**src/rtl/dpram_fifo_pkg.sv**
```systemverilog
// Shared types and default widths for the dual-port-RAM FIFO controller.
//   DATA_WIDTH : default RAM word width
//   ADDR_WIDTH : default RAM address width (depth = 2**ADDR_WIDTH)
//   rd_state_e : read-side state (IDLE = no head word presented, VALID = head on rd_data)
package dpram_fifo_pkg;

    localparam int unsigned DATA_WIDTH = 8;
    localparam int unsigned ADDR_WIDTH = 6;

    typedef enum logic {
        IDLE  = 1'b0,
        VALID = 1'b1
    } rd_state_e;

endpackage

```
**src/rtl/dpram_fifo_ctrl.sv**
```systemverilog
// FIFO controller for a single-clock true dual-port RAM with registered outputs.
// Port A of the RAM is the write side, port B the read side. This block owns the
// pointers, the occupancy count and the read-data hold logic; the RAM sits beside
// it in the parent.
//
// Optional feature: define DPRAM_FIFO_ALMOST_FULL_EN to enable a registered
// almost_full flag (count >= AF_LEVEL); otherwise almost_full is tied low.
//
// Ports:
//   clk, rst            clock shared with the RAM, async active-high reset
//   wr_valid/ready/data producer stream
//   rd_valid/ready/data consumer stream (rd_data comes straight from ram_q_b)
//   count               words stored and not yet consumed (0..DEPTH)
//   almost_full         count >= AF_LEVEL (optional)
//   ram_*               RAM port A (write) / port B (read) controls, ram_q_b input
module dpram_fifo_ctrl #(
    parameter int unsigned DATA_WIDTH = dpram_fifo_pkg::DATA_WIDTH,
    parameter int unsigned ADDR_WIDTH = dpram_fifo_pkg::ADDR_WIDTH,
    parameter int unsigned AF_LEVEL   = 56
) (
    input  logic                  clk,
    input  logic                  rst,
    input  logic                  wr_valid,
    output logic                  wr_ready,
    input  logic [DATA_WIDTH-1:0] wr_data,
    output logic                  rd_valid,
    input  logic                  rd_ready,
    output logic [DATA_WIDTH-1:0] rd_data,
    output logic [ADDR_WIDTH:0]   count,
    output logic                  almost_full,
    output logic [ADDR_WIDTH-1:0] ram_addr_a,
    output logic [DATA_WIDTH-1:0] ram_data_a,
    output logic                  ram_we_a,
    output logic [ADDR_WIDTH-1:0] ram_addr_b,
    output logic [DATA_WIDTH-1:0] ram_data_b,
    output logic                  ram_we_b,
    input  logic [DATA_WIDTH-1:0] ram_q_b
);
    import dpram_fifo_pkg::*;

    localparam int unsigned CW = ADDR_WIDTH + 1;
    localparam logic [ADDR_WIDTH:0] DEPTH = CW'(1 << ADDR_WIDTH);

    rd_state_e             state;
    rd_state_e             state_next;
    logic [ADDR_WIDTH-1:0] wr_ptr;
    logic [ADDR_WIDTH-1:0] fetch_ptr;
    logic [ADDR_WIDTH-1:0] last_addr;
    logic [ADDR_WIDTH:0]   unfetched;
    logic [ADDR_WIDTH:0]   count_next;
    logic                  wr_fire;
    logic                  rd_fire;
    logic                  issue;

    // Stream handshakes and RAM port wiring
    assign wr_ready   = (count != DEPTH);
    assign wr_fire    = wr_valid && wr_ready;
    assign rd_valid   = (state == VALID);
    assign rd_fire    = rd_valid && rd_ready;
    assign rd_data    = ram_q_b;
    assign ram_addr_a = wr_ptr;
    assign ram_data_a = wr_data;
    assign ram_we_a   = wr_fire;
    assign ram_data_b = '0;
    assign ram_we_b   = 1'b0;
    // When not fetching, re-read the held slot so q_b stays stable under stall
    assign ram_addr_b = issue ? fetch_ptr : last_addr;

    // Read FSM next state; a fetch is launched when a stored word has not yet
    // been read out and the output register is empty or being drained
    always_comb begin
        state_next = state;
        unfetched  = count - CW'(state == VALID);
        issue      = (unfetched != '0) && ((state == IDLE) || rd_ready);
        count_next = count + CW'(wr_fire) - CW'(rd_fire);
        if (issue) begin
            state_next = VALID;
        end else if ((state == VALID) && rd_ready) begin
            state_next = IDLE;
        end
    end

    // State, pointers and occupancy
    always_ff @(posedge clk or posedge rst) begin
        if (rst) begin
            state     <= IDLE;
            wr_ptr    <= '0;
            fetch_ptr <= '0;
            last_addr <= '0;
            count     <= '0;
        end else begin
            state <= state_next;
            count <= count_next;
            if (wr_fire) begin
                wr_ptr <= wr_ptr + ADDR_WIDTH'(1);
            end
            if (issue) begin
                last_addr <= fetch_ptr;
                fetch_ptr <= fetch_ptr + ADDR_WIDTH'(1);
            end
        end
    end

`ifdef DPRAM_FIFO_ALMOST_FULL_EN
    // Registered from the next count so the flag lines up with count
    always_ff @(posedge clk or posedge rst) begin
        if (rst) begin
            almost_full <= 1'b0;
        end else begin
            almost_full <= (32'(count_next) >= AF_LEVEL);
        end
    end
`else
    logic unused_af_level;
    assign unused_af_level = ^AF_LEVEL;
    assign almost_full     = 1'b0;
`endif

endmodule

```
**config.mk**
```make
export PLATFORM = sky130hd
export DESIGN_NAME = dpram_fifo_ctrl
export DESIGN_NICKNAME = d
export VERILOG_FILES = /design/src/rtl/dpram_fifo_pkg.sv /design/src/rtl/dpram_fifo_ctrl.sv
export SDC_FILE = /design/constraint.sdc
export NUM_CORES = 1
export LEC_CHECK = 0
export CAP_MARGIN = 5
export CORE_ASPECT_RATIO = 0.5
export CORE_MARGIN = 2
export CORE_UTILIZATION = 40
export CTS_BUF_LIST = sky130_fd_sc_hd__clkbuf_4
export DETAILED_ROUTE_END_ITERATION = 8
export MAX_ROUTING_LAYER = met4
export PLACE_DENSITY_LB_ADDON = 0.05
export REMOVE_ABC_BUFFERS = 1
export SYNTH_ARGS = -nofsm -noshare
export SYNTH_HDL_FRONTEND = slang
export SYNTH_SLANG_ARGS = --single-unit
```
**constraint.sdc**
```tcl
create_clock -name clk -period 3.4 [get_ports clk]
set_input_delay 0.51 -clock clk [delete_from_list [all_inputs] [get_ports clk]]
set_output_delay 0.51 -clock clk [all_outputs]
set_load 0.02 [all_outputs]
```
==> impl_metrics.env, run 1 <==
export IMPL_status="completed"
export IMPL_cts_buffers=3
export IMPL_synthFlopType="dfrtp_1"
export IMPL_wire_per_inst_um=13.17
export IMPL_drive_above_1_share=0.1860
export IMPL_setup_worst_path_class="flip-flop to output port"
export IMPL_synth_seq_cells=26
export IMPL_min_period_ps=3273
export IMPL_p_total_mw=2.079
export IMPL_antenna_found_initial=0
export IMPL_htreeDepth=1
export IMPL_synth_top_area_frac=0.3898
export IMPL_clock_latency_ps=330
export IMPL_power_density_nw_per_um2=1075
export IMPL_vias=1014
export IMPL_die_area_um2=4737
export IMPL_cts_tree="built"
export IMPL_first_pass_iters=4
export IMPL_io_buffers=25
export IMPL_setup_ws_ps=127.0
export IMPL_ys_types=32
export IMPL_grt_pass1_vias=967
export IMPL_whs_path_depth=1
export IMPL_critPathLaunchType="flip-flop"
export IMPL_maxSlewViolCount=0
export IMPL_grt_max_degree=27
export IMPL_synth_top_area_cell="dfrtp_1"
export IMPL_cp_end_kind="output port"
export IMPL_gp_congestion=0.7404
export IMPL_hold_violations=0
export IMPL_tightest_slew_ps=1028
export IMPL_fin_crit_sh=0.9626
export IMPL_core_um2=3944
export IMPL_area_delta_synth_final_pct=15.82
export IMPL_initial_core_util=0.4232
export IMPL_drt_initial_drc_count=20
export IMPL_critical_path_max_fanout=11
export IMPL_crit_required_ps=2890
export IMPL_die_w_um=95.36
export IMPL_fin_nets=210
export IMPL_netlist_instances=153
export IMPL_placementRows=16
export IMPL_ys_warn_count=0
export IMPL_synth_edf_count=0
export IMPL_max_freq_mhz=305.5
export IMPL_leakagePower_nw=0.9076
export IMPL_cts_root_buffer="clkbuf_4"
export IMPL_ff2ff_path_depth=17
export IMPL_crit_arrival_ps=2760
export IMPL_wirelength_um=2977
export IMPL_clkTransAtPathRegs_ps=150
export IMPL_maxSlewHeadroom=0.3136
export IMPL_hold_slack_ps=474.1
export IMPL_setup_tns_ps=0
export IMPL_ys_top_cells_by_area="dfrtp_1 (39%), ha_1 (12%), buf_4 (12%), mux2_4 (6.3%), xnor2_1 (4.7%)"
export IMPL_grt_usage=0.1387
export IMPL_die_h_um=49.68
export IMPL_hpwl_um=2198
export IMPL_synth_area_um2=1669
export IMPL_drcViolationCount=0
export IMPL_min_path_type="flip-flop to flip-flop"
export IMPL_ios=68
export IMPL_cts_hold_buf=0
export IMPL_yosysSeqAreaShare=0.3898
export IMPL_viasPerCell=4.487
export IMPL_grt_pass1_wl_um=4857
export IMPL_antenna_cells=0
export IMPL_postSynthAreaPerCell_um2=10.91
export IMPL_cap_violations=0
export IMPL_fin_skew_ps=1.380
export IMPL_synthArstFlopShare=1.000
export IMPL_grt_overflow=0
export IMPL_setup_viol_count_final=0
export IMPL_peakVddDrop_mv=0.4149
export IMPL_post_place_ws_ps=201.5
export IMPL_ant_nets=0
export IMPL_cts_num_sinks=26
export IMPL_clockBufferDepth=2
export IMPL_nFillCells=376
==> power breakdown <==
part	total [mW]	internal (mW)	switching, mW
registers	0.611	0.475	0.137
logic	1.25	0.636	0.610
clock network	0.222	0.119	0.102
total	2.08	1.23	0.849
==> logic make-up after synthesis <==
logic type,Yosys count,share of synthesized area
buf+inv,41,0.1552
other cells,1,0.002247
fa+ha+maj,17,0.1319
flops,26,0.3898
mux,8,0.06971
compound gates,10,0.04498
simple gates,32,0.1117
xor+xnor,18,0.09446
==> final cells by class <==
class / count / area (um^2) / share of cell area
Multi-Input combinational cell: 95 / 797.0 / 0.4123
Sequential cell: 26 / 651.9 / 0.3372
Timing Repair Buffer: 34 / 315.3 / 0.1631
Tap cell: 54 / 67.56 / 0.03495
Inverter: 13 / 48.80 / 0.02524
Clock inverter: 1 / 30.03 / 0.01553
Clock buffer: 3 / 22.52 / 0.01165
==> per-stage QoR <==
step / utilization / area (um^2) / cells
6_report: 0.4902 / 1933 / 226
5_1_grt: 0.4902 / 1933 / 226
4_1_cts: 0.4800 / 1893 / 220
3_5_place_dp: 0.4680 / 1846 / 216
3_3_place_gp: 0.4680 / 1846 / 216
2_1_floorplan: - / 1493 / 134
==> critical path: stages (launching register included) <==
cell and delay, ps:
dfrtp_1 440, ha_1 260, nand2b_4 150, a21o_1 170
a2111o_1 430, a22oi_2 220, buf_12 170, mux2_4 300
clkdlybuf4s15_1 290
==> path summary, 6_finish.rpt <==
path                         startpoint             to  slack, ps
max in group asynchronous           rst       count[3]       2020
max                            rd_valid  ram_addr_b[4]        130
min                        fetch_ptr[5]   fetch_ptr[5]        470
min in group asynchronous           rst       count[0]        700
min reg2reg                fetch_ptr[5]   fetch_ptr[5]        470
max reg2reg                    count[5]       count[6]        340
==> state kept, by name, indices dropped and copies added, names as in the netlist <==
signal,flops
fetch_ptr,6
rd_valid,1
count,7
ram_addr_a,6
last_addr,6
==> per-layer routing <==
| layer | vias up | part of all wire | GRT usage |
|---|---|---|---|
| met3 | 4 | 0.078 | 0.07645 |
| li1 | 505 | - | - |
| met4 | 0 | 0.0057 | 0.02174 |
| met5 | - | 0 | - |
| met1 | 463 | 0.53 | 0.1985 |
| met2 | 42 | 0.39 | 0.1702 |
==> cells in the final DEF (no fill, tap or decap), types with 4 or more instances in the layout <==
cell type	netlist	layout
nand4_1	4	4
conb_1	1	10
xnor2_1	9	9
inv_2	1	4
xor2_1	9	9
mux2_4	7	7
nand3b_1	4	4
buf_4	26	8
nor2_1	6	6
ha_1	16	15
clkdlybuf4s50_1	0	19
dfrtp_1	26	25
nand2_1	4	4
inv_1	11	8
==> Yosys cell counts (all sizes together) (3+ instances only) <==
master / number
nand2: 4
inv: 12
xnor2: 9
nand4: 4
xor2: 9
a21oi: 3
dfrtp: 26
nor2: 6
mux2: 8
nand3: 3
nand3b: 4
ha: 16
buf: 27
o21bai: 3
and2: 3
nand2b: 4
==> what timing repair did <==
| item | 4_1_cts | 5_1_grt |
|---|---|---|
| setup endpoints to repair | 6 | 7 |
| buffers inserted | 0 | 6 |
| gates resized for setup | 7 | 14 |
Power figures use the tool's default switching activity.
==> inputs of run 2 (changes only) <==
--- a/config.mk
+++ b/config.mk
@@ -11,6 +11,7 @@
 export CORE_UTILIZATION = 40
 export CTS_BUF_LIST = sky130_fd_sc_hd__clkbuf_4
 export DETAILED_ROUTE_END_ITERATION = 8
+export HOLD_SLACK_MARGIN = 0.15
 export MAX_ROUTING_LAYER = met4
 export PLACE_DENSITY_LB_ADDON = 0.05
 export REMOVE_ABC_BUFFERS = 1
==> results of run 2 <==
Final layout, timing and power as in run 1 (identical DEF).
==> inputs of run 3 (changes only) <==
--- a/config.mk
+++ b/config.mk
@@ -6,11 +6,12 @@
 export NUM_CORES = 1
 export LEC_CHECK = 0
 export CAP_MARGIN = 5
-export CORE_ASPECT_RATIO = 0.5
+export CORE_ASPECT_RATIO = 0.8
 export CORE_MARGIN = 2
-export CORE_UTILIZATION = 40
+export CORE_UTILIZATION = 44
 export CTS_BUF_LIST = sky130_fd_sc_hd__clkbuf_4
 export DETAILED_ROUTE_END_ITERATION = 8
+export GPL_TIMING_DRIVEN = 0
 export HOLD_SLACK_MARGIN = 0.15
 export MAX_ROUTING_LAYER = met4
 export PLACE_DENSITY_LB_ADDON = 0.05
==> impl_metrics.env, run 3 (synthesis results as in run 1) <==
export IMPL_timing_rr_start="count[3]"
export IMPL_setup_viol_count_final=0
export IMPL_wirelength_um=3132
export IMPL_grt_pass1_wl_um=5430
export IMPL_crit_required_ps=2890
export IMPL_cts_num_sinks=26
export IMPL_min_path_type="flip-flop to flip-flop"
export IMPL_grt_pass1_vias=1091
export IMPL_antenna_cells=0
export IMPL_ios=68
export IMPL_fin_skew_ps=4.573
export IMPL_post_place_ws_ps=-238.4
export IMPL_cts_tree="built"
export IMPL_rrSetupSlack_ps=310
export IMPL_startpoint="rd_valid"
export IMPL_ant_nets=0
export IMPL_core_um2=3542
export IMPL_critPathLaunchType="flip-flop"
export IMPL_final_cell_mix="dfrtp_1 (23), clkdlybuf4s50_1 (19), ha_1 (15)"
export IMPL_area_delta_synth_final_pct=10.64
export IMPL_nFillCells=327
export IMPL_largest_reg_flops=7
export IMPL_max_freq_mhz=318.4
export IMPL_clkTransAtPathRegs_ps=140
export IMPL_grt_setup_unrepaired="no"
export IMPL_placed_cell_area_um2=1795
export IMPL_whs_path_depth=1
export IMPL_die_w_um=72.86
export IMPL_drt_initial_drc_count=32
export IMPL_cp_end_kind="output port"
export IMPL_critical_path_max_fanout=8
export IMPL_leakagePower_nw=0.8734
export IMPL_slowest_stage="dfrtp_1"
export IMPL_fin_area_um2=1847
export IMPL_layout_commonest_cell="dfrtp_1"
export IMPL_cts_root_buffer="clkbuf_4"
export IMPL_grt_max_degree=27
export IMPL_drive_above_1_share=0.1856
export IMPL_ff2ff_path_depth=17
export IMPL_drcViolationCount=0
export IMPL_worstHoldStart="ram_addr_a[5]"
export IMPL_min_period_ps=3141
export IMPL_initial_core_util=0.4712
export IMPL_vias=1039
export IMPL_placementRows=19
export IMPL_viasPerCell=4.971
export IMPL_io_buffers=25
export IMPL_clockBufferDepth=2
export IMPL_die_area_um2=4305
export IMPL_top_register="count"
export IMPL_path_cells="ha_1 > nand3b_1 > and4_1 > a2111o_1 > a22oi_2 > buf_12 > mux2_4 > clkbuf_2"
export IMPL_endpoint="ram_addr_b[4]"
export IMPL_cpPeakStageDelay_ps=440
export IMPL_power_density_nw_per_um2=1065
export IMPL_crit_arrival_ps=2630
export IMPL_setup_ws_ps=258.9
export IMPL_cts_buffers=3
export IMPL_setup_worst_path_class="flip-flop to output port"
export IMPL_maxSlewViolCount=0
export IMPL_peakVddDrop_mv=0.4547
export IMPL_hpwl_um=2326
export IMPL_first_pass_iters=4
export IMPL_grt_usage=0.1710
export IMPL_die_h_um=59.09
export IMPL_status="completed"
export IMPL_grt_overflow=0
export IMPL_tightest_slew_ps=1002
export IMPL_fin_nets=206
export IMPL_clock_latency_ps=320
export IMPL_regToRegEndpoint="count[6]"
export IMPL_maxSlewHeadroom=0.3315
export IMPL_fin_crit_sh=0.9239
export IMPL_antenna_found_initial=0
export IMPL_htreeDepth=1
export IMPL_cts_hold_buf=0
export IMPL_wire_per_inst_um=14.99
export IMPL_hold_violations=0
export IMPL_gp_congestion=0.7471
export IMPL_cap_violations=0
## run 3: through the flow
step | setup TNS (ps) | cells | power (mW) | utilization | hold slack [ps]
detailed placement | -1395 | 201 | 1.834 | 0.5069 | 462.2
global route | 0 | 209 | 2.159 | 0.5214 | 496.4
CTS | 0 | 208 | 1.990 | 0.5242 | 485.6
floorplan | 0 | 134 | 1.421 | - | 441.8
finish | 0 | 209 | 1.968 | 0.5214 | 478.3
global placement | -1162 | 201 | 1.795 | 0.5069 | 461.1
## run 3: how the worst min path moves through the flow
| stage | to | slack [ps] |
|---|---|---|
| 2_1_floorplan | fetch_ptr[5] | 440 |
| 3_3_place_gp | ram_addr_a[5] | 460 |
| 3_5_place_dp | ram_addr_a[5] | 460 |
| 4_1_cts | ram_addr_a[5] | 490 |
| 5_1_grt | ram_addr_a[5] | 500 |
| 6_report | ram_addr_a[5] | 480 |
## run 3: report_power, final
group          switching, mW  leakage [nW]  internal [mW]
registers              0.147         0.302          0.477
clock network         0.0879        0.0138         0.0415
logic                  0.613         0.558          0.600
total                  0.848         0.873           1.12
## run 3: per-layer routing
layer / part of all wire / vias to the layer above / GRT usage
met1: 0.52 / 496 / 0.2355
met2: 0.41 / 49 / 0.2325
met3: 0.070 / 2 / 0.07823
li1: - / 492 / -
met5: 0 / - / -
met4: 0.0032 / 0 / 0.03175
## run 3: final cells by class
cell class              instances  area (um^2)  area share
multi-input cells              95        798.3      0.4322
repair buffers                 30        270.3      0.1463
inverters                      13        48.80     0.02642
flip-flops and latches         26        654.4      0.3543
well taps                      42        52.55     0.02846
clock buffers                   3        22.52     0.01220
## run 3: worst max-delay path, delay by kind of cell (launching register included)
family,cells,cell delay [ps]
flip-flops,1,440
AO/OA/AOI/OAI,2,590
buffers and inverters,2,330
adder cells (fa/ha/maj),1,260
AND/OR/NAND/NOR,2,390
multiplexers,1,310
## run 3: timing repair
action	4_1_cts	5_1_grt
pin swaps	1	1
resized for setup	8	18
endpoints found under the setup margin	6	7
buffers inserted	4	1
